==> src/rtl/obstacle_field_controller.sv <==
// Pool of N_OBST falling obstacles: lowest-free-slot spawning over valid/ready,
// per-type fall speed on a divided movement tick, retire accounting for scoring.
module obstacle_field_controller #(
  parameter int N_OBST   = 4,
  parameter int W        = 10,
  parameter int SCREEN_W = 640,
  parameter int SCREEN_H = 480,
  parameter int SIZE_X   = 32,
  parameter int SIZE_Y   = 32,
  parameter int STEP     = 4,
  parameter int TICK_DIV = 833333
) (
  input  logic                  CLOCK_50,
  input  logic                  reset,
  input  logic                  pause,
  input  logic                  clear,
  input  logic                  spawn_valid,
  output logic                  spawn_ready,
  input  logic [W-1:0]          spawn_x,
  input  logic [1:0]            spawn_type,
  output logic [N_OBST-1:0]     obstacle_active,
  output logic [N_OBST*W-1:0]   obstacle_x,
  output logic [N_OBST*W-1:0]   obstacle_y,
  output logic [2*N_OBST-1:0]   obstacle_type,
  output logic                  despawn_pulse,
  output logic [7:0]            passed_count
);

  localparam int CNT_W = $clog2(TICK_DIV);
  localparam int IDX_W = (N_OBST > 1) ? $clog2(N_OBST) : 1;
  localparam int RET_W = $clog2(N_OBST + 1);

  localparam logic [CNT_W-1:0] CNT_LAST = CNT_W'(TICK_DIV - 1);
  localparam logic [W-1:0]     X_MAX    = W'(SCREEN_W - SIZE_X);
  localparam logic [W+1:0]     Y_MAX    = (W+2)'(SCREEN_H - SIZE_Y);

  function automatic logic [W-1:0] clamp_x(input logic [W-1:0] xin);
    return (xin > X_MAX) ? X_MAX : xin;
  endfunction

  function automatic logic [W+1:0] speed_of(input logic [1:0] t);
    logic [W+1:0] mult;
    mult = {{W{1'b0}}, t} + (W+2)'(1);
    return mult * (W+2)'(STEP);
  endfunction

  function automatic logic [7:0] sat_add(input logic [7:0] a, input logic [RET_W-1:0] b);
    logic [8:0] s;
    s = {1'b0, a} + 9'(b);
    return s[8] ? 8'hFF : s[7:0];
  endfunction

  logic [CNT_W-1:0]  tick_cnt;
  logic              tick;

  logic [N_OBST-1:0] active_p1;
  logic [W-1:0]      x_p1    [N_OBST];
  logic [W-1:0]      y_p1    [N_OBST];
  logic [1:0]        type_p1 [N_OBST];

  logic [N_OBST-1:0] active_nxt;
  logic [W-1:0]      x_nxt    [N_OBST];
  logic [W-1:0]      y_nxt    [N_OBST];
  logic [1:0]        type_nxt [N_OBST];
  logic [RET_W-1:0]  retire_cnt;
  logic [IDX_W-1:0]  free_idx;
  logic              spawn_fire;

  // Movement tick divider; pause freezes the phase
  always_ff @(posedge CLOCK_50 or posedge reset) begin
    if (reset) begin
      tick_cnt <= '0;
    end else if (!pause) begin
      tick_cnt <= (tick_cnt == CNT_LAST) ? '0 : tick_cnt + CNT_W'(1);
    end
  end

  assign tick = ~pause & (tick_cnt == CNT_LAST);

  always_comb begin
    free_idx = '0;
    for (int i = N_OBST - 1; i >= 0; i--) begin
      if (!active_p1[i]) free_idx = IDX_W'(i);
    end
  end

  // Ready looks only at registered occupancy, so a slot freed this tick is reusable next cycle
  assign spawn_ready = ~pause & ~clear & ~(&active_p1);
  assign spawn_fire  = spawn_valid & spawn_ready;

  always_comb begin
    logic [W+1:0] ny;
    ny         = '0;
    active_nxt = active_p1;
    retire_cnt = '0;
    for (int i = 0; i < N_OBST; i++) begin
      x_nxt[i]    = x_p1[i];
      y_nxt[i]    = y_p1[i];
      type_nxt[i] = type_p1[i];
      if (tick && active_p1[i] && !clear) begin
        ny = {2'b00, y_p1[i]} + speed_of(type_p1[i]);
        if (ny > Y_MAX) begin
          active_nxt[i] = 1'b0;
          retire_cnt    = retire_cnt + RET_W'(1);
        end else begin
          y_nxt[i] = ny[W-1:0];
        end
      end
      // A freshly spawned slot was inactive, so the tick above never touched it
      if (spawn_fire && free_idx == IDX_W'(i)) begin
        active_nxt[i] = 1'b1;
        x_nxt[i]      = clamp_x(spawn_x);
        y_nxt[i]      = '0;
        type_nxt[i]   = spawn_type;
      end
    end
    if (clear) active_nxt = '0;
  end

  // Slot state and score registers
  always_ff @(posedge CLOCK_50 or posedge reset) begin
    if (reset) begin
      active_p1     <= '0;
      despawn_pulse <= 1'b0;
      passed_count  <= '0;
      for (int i = 0; i < N_OBST; i++) begin
        x_p1[i]    <= '0;
        y_p1[i]    <= '0;
        type_p1[i] <= '0;
      end
    end else begin
      active_p1     <= active_nxt;
      despawn_pulse <= (retire_cnt != '0);
      passed_count  <= sat_add(passed_count, retire_cnt);
      for (int i = 0; i < N_OBST; i++) begin
        x_p1[i]    <= x_nxt[i];
        y_p1[i]    <= y_nxt[i];
        type_p1[i] <= type_nxt[i];
      end
    end
  end

  assign obstacle_active = active_p1;

  for (genvar g = 0; g < N_OBST; g++) begin : g_pack
    assign obstacle_x[g*W +: W]    = x_p1[g];
    assign obstacle_y[g*W +: W]    = y_p1[g];
    assign obstacle_type[g*2 +: 2] = type_p1[g];
  end

endmodule
==> config.mk <==
export PLATFORM = sky130hd
export DESIGN_NAME = obstacle_field_controller
export DESIGN_NICKNAME = d
export VERILOG_FILES = /design/src/rtl/obstacle_field_controller.sv
export SDC_FILE = /design/constraint.sdc
export NUM_CORES = 1
export LEC_CHECK = 0
export ABC_AREA = 1
export BUFFER_PORTS_ARGS = -buffer_cell sky130_fd_sc_hd__buf_2
export CAP_MARGIN = 25
export CORE_MARGIN = 10
export CORE_UTILIZATION = 50
export CTS_CLUSTER_SIZE = 8
export DETAILED_ROUTE_END_ITERATION = 7
export GPL_ROUTABILITY_DRIVEN = 0
export GPL_TIMING_DRIVEN = 0
export PLACE_DENSITY = 0.88
export SLEW_MARGIN = 40
export SYNTH_ARGS = -nofsm -noshare
export SYNTH_HDL_FRONTEND = slang
export SYNTH_SLANG_ARGS = --single-unit
==> constraint.sdc <==
create_clock -name CLOCK_50 -period 4.6 [get_ports CLOCK_50]
set_input_delay 0.92 -clock CLOCK_50 [delete_from_list [all_inputs] [get_ports CLOCK_50]]
set_output_delay 0.92 -clock CLOCK_50 [all_outputs]
set_load 0.1 [all_outputs]
# ---- After elaboration in Yosys (flattened, before gate mapping)
# Cells that the tools add are included.
dict set report classes {
  n_lt_le_gt_ge 5
  bitwise_logic 7
  muxes 40
  reduce_logical 36
  eq_ne 8
  n_addsub 13
}
# op n
set ops {}
lappend ops {{10-bit 2-to-1 mux} 13}
lappend ops {{10-bit by 5-bit adder with 11-bit output} 4}
lappend ops {{11-bit by 9-bit > comparator with 1-bit output (second input constant)} 4}
lappend ops {{3-bit nonzero test} 9}
lappend ops {{20-bit by 1-bit adder with 20-bit output (second input constant)} 1}
lappend ops {{20-bit == test (second input constant)} 1}
lappend ops {{20-bit 2-to-1 mux} 1}
lappend ops {{3-bit 2-to-1 mux} 6}
lappend ops {{2-bit AND reduction} 8}
lappend ops {{1-bit 2-to-1 mux} 14}
lappend ops {{2-bit by 1-bit adder with 3-bit output (second input constant)} 4}
lappend ops {{1-bit logical AND} 12}
lappend ops {{10-bit > comparator (second input constant)} 1}
lappend ops {{3-bit by 1-bit adder with 3-bit output (second input constant)} 3}
lappend ops {{8-bit by 3-bit adder with 9-bit output} 1}
lappend ops {{2-bit 2-to-1 mux} 4}
lappend ops {{8-bit 2-to-1 mux} 1}
lappend ops {{2-bit by 1-bit inequality test with 1-bit output (second input constant)} 4}
lappend ops {{2-bit nonzero test} 4}
lappend ops {{1-bit bitwise AND} 4}
lappend ops {{2-bit == test (second input constant)} 2}
lappend ops {{4-bit 2-to-1 mux} 1}
lappend ops {{4-bit AND reduction} 1}
lappend ops {{1-bit NOT} 3}
lappend ops {{3 further kinds} 3}
dict set report word_totals {
  register_bits 121
  in_bits 17
  output_inout_bits 102
  elab_cells 128
}

# ---- Longest topological paths before layout
# Gate-level depths: netlist of the first run.
dict set report logic_depth {
  depth_word 16
  mapped_depth 31
  ltp_nobuf 31
}

# ---- Least setup slack after synthesis of the first run
# Ideal clock, no wire load.
dict set report synth_timing {
  path_kind {reg2reg}
  start {register type_p1 (netlist bit obstacle_type[2])}
  end {register passed_count[7]}
  required_time_ps 4523
  t_arrival_ps 5032
  stages_incl_launch_ff 27
  period_less_slack_ps 5109
  setup_slack_ps -509
  setup_ps 77
  n_path_buf 0
  path_cell_list {dfrtp_1 -> ha_1 -> inv_1 -> fa_1 -> or2_2 -> nand2_1 -> nand3_1 -> nand3_1 -> o21ai_0 -> nand2_1 -> ha_1 -> nand2_1 -> nand2_1 -> ha_1 -> nand4_1 -> nand2_1 -> ha_1 -> or2_1 -> nand2_1 -> inv_1 -> ha_1 -> nand3_1 -> and2_1 -> nor4_1 -> inv_1 -> or2_2 -> nand3_1}
}
dict set report synth_between {
  elab_chain_len 13
}
# element line_no
set synth_lines {}
lappend synth_lines {{start, declared} 59} ;# logic [1:0] type_p1 [N_OBST];
lappend synth_lines {{start signal, assigned by index} 138} ;# type_p1[i] <= type_nxt[i];
lappend synth_lines {{2-bit by 1-bit adder with 3-bit output *} 43} ;# mult = {{W{1'b0}}, t} + (W+2)'(1);
lappend synth_lines {{10-bit by 5-bit adder with 11-bit output *} 101} ;# ny = {2'b00, y_p1[i]} + speed_of(type_p1[i]);
lappend synth_lines {{11-bit by 9-bit > comparator with 1-bit output *} 102} ;# if (ny > Y_MAX) begin
lappend synth_lines {{3-bit 2-to-1 mux *} 102}
lappend synth_lines {{3-bit 2-to-1 mux *} 100} ;# if (tick && active_p1[i] && !clear) begin
lappend synth_lines {{3-bit by 1-bit adder with 3-bit output} 104} ;# retire_cnt = retire_cnt + RET_W'(1);
lappend synth_lines {{3-bit 2-to-1 mux} 102}
lappend synth_lines {{3-bit 2-to-1 mux *} 100}
lappend synth_lines {{3-bit by 1-bit adder with 3-bit output} 104}
lappend synth_lines {{3-bit 2-to-1 mux} 102}
lappend synth_lines {{3-bit 2-to-1 mux *} 100}
lappend synth_lines {{8-bit by 3-bit adder with 9-bit output *} 49} ;# s = {1'b0, a} + 9'(b);
lappend synth_lines {{8-bit 2-to-1 mux *} 50} ;# return s[8] ? 8'hFF : s[7:0];
lappend synth_lines {{end signal, assigned} 134} ;# passed_count <= sat_add(passed_count, retire_cnt);
lappend synth_lines {{end, declared} 26} ;# output logic [7:0] passed_count
# Every way passes the cells marked *; elsewhere a longest branch is shown, timed or not.
# A chain may end at the register's enable or synchronous reset.

# ---- Worst setup path in the final report of the first run
dict set report layout_timing {
  start {register type_p1 (netlist bit obstacle_type[2])}
  end {register passed_count[5]}
}
# The elaborated chain is that of the path after synthesis.

==> impl_metrics.env, run 1 <==
export IMPL_ys_types=41
export IMPL_power_mw=3.36
export IMPL_die_width_um=132
export IMPL_synthesis_area_mm2=0.00631
export IMPL_numCtsBuffers=17
export IMPL_cts_root_buf="clkbuf_16"
export IMPL_cts_sinks=113
export IMPL_min_period_ns=4.42
export IMPL_syn2layout_area_growth_pct=27.8
export IMPL_die_h_um=132
export IMPL_worstHoldEndpoint="obstacle_x[21]$_DFFE_PP0P_"
export IMPL_slew_headroom_pct=64.0
export IMPL_fillers=938
export IMPL_ant_nets=0
export IMPL_placed_area_mm2=0.00722
export IMPL_r2r_start="obstacle_type[2]$_DFFE_PP0P_"
export IMPL_worstPathArrival_ns=4.71
export IMPL_fp_dieArea_mm2=0.0175
export IMPL_r2r_cells=27
export IMPL_mostFrequentLayoutCell="nand2_1"
export IMPL_setup_violations=0
export IMPL_grt_pass1_wl_mm=28.5
export IMPL_synthAdderAreaFrac_pct=6.34
export IMPL_leakagePower_nw=4.36
export IMPL_slowest_stage="dfrtp_2"
export IMPL_finish_instance_area_mm2=0.00807
export IMPL_slowest_delay_ns=0.43
export IMPL_synth_cells=807
export IMPL_fin_skew_ns=0.00910
export IMPL_nNetsFinal=1000
export IMPL_cap_violations=0
export IMPL_grt_pass1_vias=5829
export IMPL_hold_ws_ns=0.478
export IMPL_pin_count=119
export IMPL_synth_compound_area_share_pct=8.09
export IMPL_r2r_slack_ns=0.18
export IMPL_synthSimpleGateAreaFrac_pct=30.2
export IMPL_io_buffers=110
export IMPL_holdPathStages=2
export IMPL_p_per_area_mw_per_mm2=417
export IMPL_route_detailed_drc=0
export IMPL_htree_levels=4
export IMPL_drtPass1Iterations=5
export IMPL_synth_seq_cells=113
export IMPL_status="complete, no violations"
export IMPL_clk_latency_ns=0.42
export IMPL_final_max_slew_viol_count=0
export IMPL_hold_class="reg -> reg"
export IMPL_start_util_pct=51.7
export IMPL_cp_required_ns=4.89
export IMPL_fmax_mhz=226
export IMPL_viasPerCell=5.27
export IMPL_vias=5989
export IMPL_synth_seq_area_share_pct=44.8
export IMPL_dp_hpwl_mm=12.8
export IMPL_r2r_end="passed_count[5]$_DFF_PP0_"
export IMPL_min_from="obstacle_x[21]$_DFFE_PP0P_"
export IMPL_peakVddDrop_mv=0.435
export IMPL_muxShareOfSynthArea_pct=0
export IMPL_crit_top_cell="nand2_2"
export IMPL_cts_tree="yes"
export IMPL_rows=40
export IMPL_multi_input_area_mm2=0.00319
export IMPL_cts_hold_fix_buffers=0
export IMPL_drt_wl_total_mm=17.7
export IMPL_cts_buffer_depth=2
export IMPL_worst_slew_pin_slew_ns=0.539
export IMPL_antenna_found_initial=1
export IMPL_worst_path_max_fanout=3
export IMPL_end_kind="flop"
export IMPL_tns_ns=0
export IMPL_ys_warn_count=0
export IMPL_crit_type="reg -> reg"
export IMPL_synth_top_family_by_area="simple AND/OR/NAND/NOR gates"
export IMPL_grt_ovfl_total=0
export IMPL_synthXorXnorAreaFrac_pct=1.53
export IMPL_path_clk_slew_ns=0.06
export IMPL_core_area_mm2=0.0122
export IMPL_final_cell_mix="188 x nand2_1, 115 x buf_2, 114 x inv_1, 104 x dfrtp_1, 88 x nand3_1"
export IMPL_period_share_pct=96.1
export IMPL_worstSetupStartpointType="flop"
export IMPL_grt_usage_pct=19.6
export IMPL_drt_wirelength_per_cell_um=15.6
export IMPL_drt_iter0_drc=427
export IMPL_grt_start_max_net_pins=62
export IMPL_drive_gt1_share_pct=26.0
export IMPL_ff_latch_area_mm2=0.00284
export IMPL_syn_area_per_cell_um2=7.82
export IMPL_final_hold_viol_count=0
-- what timing repair did --
item,in CTS,in global routing
pin swaps,2,23
setup buffers,3,7
setup endpoints to repair,7,8
cloned,0,0
gates resized for setup,5,35
-- cell families (layout without fill, tap and decap cells) --
| group | count (synthesis) | in the layout |
|---|---|---|
| AND/OR/NAND/NOR | 418 | 418 |
| buffers and inverters | 142 | 295 |
| flip-flops | 113 | 113 |
| AO/OA/AOI/OAI | 93 | 93 |
| adder cells (fa/ha/maj) | 29 | 29 |
| XOR/XNOR | 11 | 11 |
| other | 1 | 9 |
-- cells in the mapped netlist, drive strengths merged --
| library cell | instances | area, um^2 |
|---|---|---|
| a21o | 1 | 7.51 |
| a21oi | 16 | 91.3 |
| a31oi | 5 | 31.3 |
| and2 | 2 | 12.5 |
| buf | 13 | 85.1 |
| clkbuf | 5 | 18.8 |
| clkinv | 1 | 3.75 |
| conb | 1 | 3.75 |
| dfrtp | 113 | 2830 |
| fa | 5 | 100 |
| ha | 24 | 300 |
| inv | 123 | 462 |
| nand2 | 205 | 785 |
| nand3 | 99 | 536 |
| nand3b | 3 | 22.5 |
| nand4 | 11 | 68.8 |
| nor2 | 77 | 337 |
| nor3 | 9 | 56.3 |
| nor3b | 2 | 26.3 |
| nor4 | 4 | 25.0 |
| o211ai | 1 | 7.51 |
| o21a | 3 | 22.5 |
| o21ai | 56 | 280 |
| o22ai | 10 | 62.6 |
| o31ai | 1 | 7.51 |
| or2 | 5 | 31.3 |
| or3 | 1 | 6.26 |
| xnor2 | 4 | 35.0 |
| xor2 | 7 | 61.3 |
-- critical path, delay by kind of cell, from the launching register on --
family | cells | cell delay [ns]
buffers and inverters | 4 | 0.32
adder cells (fa/ha/maj) | 6 | 1.49
AND/OR/NAND/NOR | 15 | 1.71
flip-flops | 1 | 0.43
AO/OA/AOI/OAI | 2 | 0.31
-- sequential cells by signal (all words and copies together), names as in the netlist --
register and flops:
obstacle_active 4, obstacle_type 8, obstacle_y 32, tick_cnt 20, despawn_pulse 1, obstacle_x 40, passed_count 8
-- routing by layer --
metal | vias to the layer above | share of wire [%] | wire [um] | GRT usage, %
met5 | - | 0 | 0 | 0
met2 | 250 | 49 | 8610 | 31.9
li1 | 2894 | - | - | -
met3 | 38 | 7.9 | 1400 | 6.36
met1 | 2807 | 41 | 7280 | 23.5
met4 | 0 | 2.4 | 430 | 7.46
-- where the power goes --
group	internal [mW]	switching [mW]
Clock	0.813	0.527
Sequential	1.09	0.0852
Combinational	0.178	0.676
Total	2.08	1.29
-- area by class of cell --
cell class,count,area share (%)
Inverter,124,5.89
Antenna cell,1,0.0310
Buffer,18,1.29
Sequential cell,113,35.2
Multi-Input combinational cell,559,39.5
Timing Repair Buffer,121,8.09
Clock inverter,15,2.17
Clock buffer,17,5.27
Tap cell,168,2.60
-- worst max-delay path by stage --
stage	from	to	slack (ns)	cells after the start
floorplan	obstacle_type[0]$_DFFE_PP0P_	passed_count[7]$_DFF_PP0_	-0.04	29
global placement	reset	obstacle_y[4]$_DFFE_PP0P_	-0.91	2
detailed placement	obstacle_type[1]$_DFFE_PP0P_	passed_count[3]$_DFF_PP0_	-0.14	26
CTS	obstacle_type[1]$_DFFE_PP0P_	passed_count[7]$_DFF_PP0_	0.006	28
global route	obstacle_type[2]$_DFFE_PP0P_	passed_count[3]$_DFF_PP0_	-0.08	26
finish	obstacle_type[2]$_DFFE_PP0P_	passed_count[5]$_DFF_PP0_	0.18	27
-- through the flow --
| step | worst slack, ns | cells | utilization (%) |
|---|---|---|---|
| after global routing | -0.0791 | 1136 | 66.1 |
| after floorplan | -0.0366 | 814 | - |
| after global placement | -0.913 | 1092 | 58.8 |
| after CTS | 0.00568 | 1128 | 64.4 |
| after detailed placement | -0.144 | 1093 | 59.1 |
| final | 0.177 | 1136 | 66.1 |
Power figures use the tool's default switching activity.
==> run 2: changes to the inputs <==
--- a/config.mk
+++ b/config.mk
@@ -5,7 +5,6 @@
 export SDC_FILE = /design/constraint.sdc
 export NUM_CORES = 1
 export LEC_CHECK = 0
-export ABC_AREA = 1
 export BUFFER_PORTS_ARGS = -buffer_cell sky130_fd_sc_hd__buf_2
 export CAP_MARGIN = 25
 export CORE_MARGIN = 10
==> impl_metrics.env, run 2 <==
export IMPL_synth_most_common_cell="dfrtp_1"
export IMPL_die_h_um=131
export IMPL_synth_cells=661
export IMPL_final_cell_mix="117 x buf_2, 101 x dfrtp_1, 95 x nand2_1, 78 x o21ai_0, 35 x nand3_1"
export IMPL_antenna_cells=0
export IMPL_drt_iter0_drc=542
export IMPL_crit_type="reg -> reg"
export IMPL_syn2layout_area_growth_pct=29.9
export IMPL_setup_ws_ns=-0.358
export IMPL_dp_hpwl_mm=12.3
export IMPL_slowest_delay_ns=0.43
export IMPL_fmax_mhz=202
export IMPL_path_clk_slew_ns=0.05
export IMPL_die_width_um=131
export IMPL_peakVddDrop_mv=0.265
export IMPL_grt_start_max_net_pins=77
export IMPL_cp_cell_sequence="ha_4 > inv_2 > fa_2 > xor2_2 > a311oi_2 > mux2_4 > a32oi_2 > nor2b_1 > o21ai_1 > nand3_2 > ha_4 > nand2_4 > a21boi_4 > ha_4 > nand4_1 > nand2_2 > ha_4 > o21ai_4 > buf_6 > fa_2 > nor2b_4 > o21a_4 > nand2b_1 > mux2_4"
export IMPL_placed_area_mm2=0.00708
export IMPL_drtPass1Iterations=7
export IMPL_syn_area_per_cell_um2=9.28
export IMPL_leakagePower_nw=3.97
export IMPL_slowest_stage="dfrtp_2"
export IMPL_cp_required_ns=4.89
export IMPL_cp_top_family="adder cells"
export IMPL_largest_reg_flops=40
export IMPL_route_detailed_drc=0
export IMPL_grt_usage_pct=21.5
export IMPL_drt_wirelength_per_cell_um=19.1
export IMPL_critical_path_buf_inv_count=2
export IMPL_ys_types=64
export IMPL_clk_latency_ns=0.42
export IMPL_core_area_mm2=0.0120
export IMPL_start_util_pct=51.1
export IMPL_cts_tree="yes"
export IMPL_viasPerCell=5.90
export IMPL_setup_violations=8
export IMPL_worstPathArrival_ns=5.25
export IMPL_hold_ws_ns=0.473
export IMPL_vias=5736
export IMPL_pin_count=119
export IMPL_synthesis_area_mm2=0.00614
export IMPL_numCtsBuffers=17
export IMPL_ys_warn_count=0
export IMPL_synthTopCellsByCount="113 x dfrtp_1, 100 x nand2_1, 82 x o21ai_0, 38 x nand3_1, 32 x inv_1"
export IMPL_ys_async_sr_fraction_pct=100
export IMPL_violations="setup timing"
export IMPL_worst_path_max_fanout=5
export IMPL_grt_pass1_wl_mm=29.0
export IMPL_fp_dieArea_mm2=0.0171
export IMPL_rsz0062_at_grt="true"
export IMPL_synth_edf_count=0
export IMPL_drive_gt1_share_pct=30.1
export IMPL_slew_headroom_pct=45.8
export IMPL_fin_skew_ns=0.00868
export IMPL_cts_buffer_depth=2
export IMPL_synth_top_area_share_pct=46.1
export IMPL_final_hold_viol_count=0
export IMPL_antenna_found_initial=0
export IMPL_crit_top_cell="ha_4"
export IMPL_end_kind="flop"
export IMPL_io_buffers=110
export IMPL_rows=40
export IMPL_cap_violations=0
export IMPL_worst_slew_pin_slew_ns=0.807
export IMPL_ys_flop_type="dfrtp_1"
export IMPL_cts_sinks=113
export IMPL_worstSetupStartpointType="flop"
export IMPL_p_per_area_mw_per_mm2=396
export IMPL_grt_pass1_vias=5725
export IMPL_period_share_pct=108
export IMPL_synth_seq_area_share_pct=46.1
export IMPL_synth_seq_cells=113
export IMPL_final_max_slew_viol_count=0
export IMPL_htree_levels=4
export IMPL_status="finished, violations left"
export IMPL_min_period_ns=4.96
export IMPL_mostFrequentLayoutCell="buf_2"
export IMPL_cts_root_buf="clkbuf_16"
export IMPL_dp_slack_ns=-0.453
export IMPL_nNetsFinal=859
export IMPL_post_synth_main_area_contributors="dfrtp_1 46%, o21ai_0 6.7%, nand2_1 6.1%"
export IMPL_grt_ovfl_total=0
export IMPL_yosysTopAreaCell="dfrtp_1"
export IMPL_finish_instance_area_mm2=0.00798
export IMPL_ant_nets=0
export IMPL_drt_wl_total_mm=18.5
export IMPL_hold_class="in -> async"
## run 2: cell types whose count changed after synthesis, moves of 14 or more
cell	before	now
nor2_1	66	30
nand2_1	199	100
o21ai_0	50	82
nand3_1	94	38
and3_1	0	17
clkbuf_1	5	19
inv_1	119	32
## run 2: final cells by class
cell class                      count  area (um^2)
Fill cell                         878         4040
Inverter                           32          128
Sequential cell                   113         2840
Buffer                             36          181
Timing Repair Buffer              126          698
Multi-Input combinational cell    487         3310
Tap cell                          147          184
Clock inverter                     11          185
Clock buffer                       21          450
## run 2: final timing paths
path	start	endpoint	slack (ns)	cells past startpoint
hold / removal	reset	obstacle_x[2]$_DFFE_PP0P_	0.47	2
min in group CLOCK_50	obstacle_x[30]$_DFFE_PP0P_	obstacle_x[30]$_DFFE_PP0P_	0.47	2
hold reg to reg	obstacle_x[30]$_DFFE_PP0P_	obstacle_x[30]$_DFFE_PP0P_	0.47	2
setup / recovery	obstacle_type[2]$_DFFE_PP0P_	passed_count[7]$_DFF_PP0_	-0.36	24
max in group asynchronous	reset	obstacle_type[0]$_DFFE_PP0P_	3.45	3
setup reg to reg	obstacle_type[2]$_DFFE_PP0P_	passed_count[7]$_DFF_PP0_	-0.36	24
## run 2: cell families after synthesis
| logic type | share of synthesized area [%] |
|---|---|
| other | 0.0611 |
| multiplexers | 2.30 |
| buffers and inverters | 4.91 |
| AO/OA/AOI/OAI | 14.5 |
| adder cells (fa/ha/maj) | 6.52 |
| AND/OR/NAND/NOR | 21.5 |
| flip-flops | 46.1 |
| XOR/XNOR | 4.14 |
## run 2: through the flow
step	utilization (%)	cells	total power, mW	TNS, ns
3_5_place_dp	59.0	926	1.71	-2.47
5_1_grt	66.4	973	3.26	-3.87
3_3_place_gp	58.7	925	1.70	-66.80
2_1_floorplan	-	668	1.59	-1.43
4_1_cts	65.4	966	3.16	-1.39
6_report	66.4	973	3.15	-2.64
## run 2: report_power, final
part	leakage, nW	internal, mW	switching [mW]
Clock	0.307	0.971	0.468
Sequential	1.51	1.06	0.0613
Combinational	2.15	0.122	0.476
## run 2: worst reg2reg max path: cells and delay by family (launching register included)
kind | cells | cell delay (ns)
buffers and inverters | 2 | 0.17
and+or+nand+nor | 7 | 0.75
muxes | 2 | 0.56
xor gates and xnor gates | 1 | 0.21
adders and majority gates | 6 | 1.69
AOI/OAI and AO/OA | 6 | 1.03
DFF | 1 | 0.43
## run 2: what timing repair did
item,4_1_cts,5_1_grt
gates cloned,0,0
setup buffers,8,7
hold buffers,0,0
resized for setup,20,11
pin swaps,11,7
endpoints found under the setup margin,8,8
## run 2: routing by layer
metal | vias to the layer above | global-route usage (%) | part of all wire (%) | routed length [um]
met2 | 240 | 35.5 | 50 | 9300
li1 | 2617 | - | - | -
met4 | 0 | 12.0 | 4.6 | 846
met1 | 2813 | 24.8 | 39 | 7220
met5 | - | 0 | 0 | 0
met3 | 66 | 6.08 | 6.3 | 1170
==> run 3: changes to the inputs <==
--- a/config.mk
+++ b/config.mk
@@ -14,6 +14,7 @@
 export GPL_ROUTABILITY_DRIVEN = 0
 export GPL_TIMING_DRIVEN = 0
 export PLACE_DENSITY = 0.88
+export SKIP_LAST_GASP = 1
 export SLEW_MARGIN = 40
 export SYNTH_ARGS = -nofsm -noshare
 export SYNTH_HDL_FRONTEND = slang
==> impl_metrics.env, run 3 (synthesis results as in run 2) <==
export IMPL_rows=40
export IMPL_mostFrequentLayoutCell="buf_2"
export IMPL_p_int_mw=2.15
export IMPL_switching_share_pct=31.9
export IMPL_drive_gt1_share_pct=30.1
export IMPL_worstSetupStartpointType="flop"
export IMPL_viasPerCell=5.91
export IMPL_die_width_um=131
export IMPL_route_detailed_drc=0
export IMPL_antenna_found_initial=0
export IMPL_peakVddDrop_mv=0.265
export IMPL_drt_wirelength_per_cell_um=19.1
export IMPL_cts_tree="yes"
export IMPL_grt_ovfl_total=0
export IMPL_cap_violations=0
export IMPL_cts_root_buf="clkbuf_16"
export IMPL_io_buffers=110
export IMPL_fin_cells=970
export IMPL_syn2layout_area_growth_pct=29.8
export IMPL_pwr_share_comb_pct=19.0
export IMPL_setup_ws_ns=-0.417
export IMPL_crit_type="reg -> reg"
export IMPL_worst_slew_pin_slew_ns=0.798
export IMPL_dp_hpwl_mm=12.3
export IMPL_worstPathArrival_ns=5.35
export IMPL_leakagePower_nw=3.95
export IMPL_slew_headroom_pct=46.3
export IMPL_cp_required_ns=4.94
export IMPL_placedCellCount=926
export IMPL_vias=5730
export IMPL_violations="setup timing"
export IMPL_fp_dieArea_mm2=0.0171
export IMPL_p_per_area_mw_per_mm2=397
export IMPL_min_period_ns=5.02
export IMPL_antenna_cells=0
export IMPL_die_h_um=131
export IMPL_grt_pass1_vias=5762
export IMPL_htree_levels=4
export IMPL_clkPwrFrac_pct=45.6
export IMPL_largest_reg_flops=40
export IMPL_clk_latency_ns=0.42
export IMPL_placed_area_mm2=0.00708
export IMPL_core_area_mm2=0.0120
export IMPL_p_sw_mw=1.01
export IMPL_final_max_slew_viol_count=0
export IMPL_end_kind="flop"
export IMPL_fmax_mhz=199
export IMPL_drtPass1Iterations=6
export IMPL_dp_slack_ns=-0.453
export IMPL_tns_ns=-2.76
export IMPL_status="finished, violations left"
export IMPL_grt_start_max_net_pins=77
export IMPL_worst_path_max_fanout=3
export IMPL_pin_count=119
export IMPL_period_share_pct=109
export IMPL_start_util_pct=51.1
export IMPL_seqPwrFrac_pct=35.4
export IMPL_cts_sinks=113
export IMPL_setup_violations=8
export IMPL_fin_skew_ns=0.00553
export IMPL_final_hold_viol_count=0
export IMPL_drt_iter0_drc=588
export IMPL_nNetsFinal=856
export IMPL_numCtsBuffers=17
export IMPL_finish_instance_area_mm2=0.00797
export IMPL_final_cell_mix="117 x buf_2, 101 x dfrtp_1, 95 x nand2_1, 78 x o21ai_0, 35 x nand3_1"
export IMPL_cts_buffer_depth=2
export IMPL_rsz0062_at_grt="true"
export IMPL_path_clk_slew_ns=0.05
export IMPL_drt_wl_total_mm=18.5
export IMPL_grt_pass1_wl_mm=29.0
export IMPL_ant_nets=0
export IMPL_hold_class="in -> async"
export IMPL_cts_hold_fix_buffers=0
export IMPL_grt_usage_pct=21.5
## run 3: cell types whose count changed in the layout (fill, tap and decap cells not counted), sizes merged
| cell | previous run | this run |
|---|---|---|
| buf | 143 | 140 |
## run 3: final cells by class
class,count,area (um^2)
fillers,881,4050
plain buffers,36,181
clock buffers,21,450
clock inverters,11,185
inverters,32,128
well taps,147,184
flip-flops and latches,113,2840
multi-input cells,487,3320
repair buffers,123,672
## run 3: timing repair
action,in CTS,in global routing
gates resized for setup,19,13
buffers inserted,8,4
pin swaps,11,16
setup endpoints to repair,8,8
## run 3: worst paths after layout
kind | start | to | slack (ns) | cells after the start
worst max-delay path | obstacle_type[2]$_DFFE_PP0P_ | passed_count[5]$_DFF_PP0_ | -0.42 | 26
worst min-delay path | reset | obstacle_x[2]$_DFFE_PP0P_ | 0.47 | 2
worst max register to register | obstacle_type[2]$_DFFE_PP0P_ | passed_count[5]$_DFF_PP0_ | -0.42 | 26
worst min register to register | obstacle_x[30]$_DFFE_PP0P_ | obstacle_x[30]$_DFFE_PP0P_ | 0.47 | 2
max in group asynchronous | reset | obstacle_type[0]$_DFFE_PP0P_ | 3.45 | 3
min in group CLOCK_50 | obstacle_x[30]$_DFFE_PP0P_ | obstacle_x[30]$_DFFE_PP0P_ | 0.47 | 2
## run 3: power by group through the flow
stage / Combinational (mW) / Sequential, mW / Clock, mW
final: 0.601 / 1.12 / 1.44
after global routing: 0.636 / 1.13 / 1.50
after CTS: 0.596 / 1.12 / 1.44
after detailed placement: 0.580 / 1.13 / 0
after global placement: 0.566 / 1.13 / 0
after floorplan: 0.185 / 1.41 / 0
## run 3: layer usage
layer | global-route usage [%] | vias to the layer above | share of wire (%)
met2 | 35.4 | 281 | 50
met3 | 6.20 | 72 | 7.1
met4 | 12.0 | 0 | 4.5
met5 | 0 | - | 0
met1 | 24.8 | 2768 | 38
li1 | - | 2609 | -
## run 3: per-stage QoR
stage	total power [mW]	utilization, %	hold WS [ns]
after detailed placement	1.71	59.0	0.465
after global routing	3.26	66.3	0.473
after floorplan	1.59	-	0.456
after global placement	1.70	58.7	0.457
final	3.16	66.3	0.470
after CTS	3.16	65.4	0.474
## run 3: critical path: stages (launching register included)
cell	delay, ns
dfrtp_2	0.43
ha_4	0.28
inv_2	0.04
fa_2	0.38
xor2_2	0.20
a311oi_2	0.13
mux2_4	0.29
a32oi_2	0.17
nor2b_1	0.09
o21ai_1	0.13
nand3_2	0.18
ha_4	0.32
nand2_4	0.06
a21boi_4	0.23
ha_4	0.24
nand4_1	0.13
nand2_2	0.09
ha_4	0.25
o21ai_4	0.15
inv_2	0.06
ha_4	0.20
a21o_1	0.20
a21oi_2	0.19
nor2b_2	0.07
buf_4	0.15
and3_4	0.17
o21ai_2	0.11
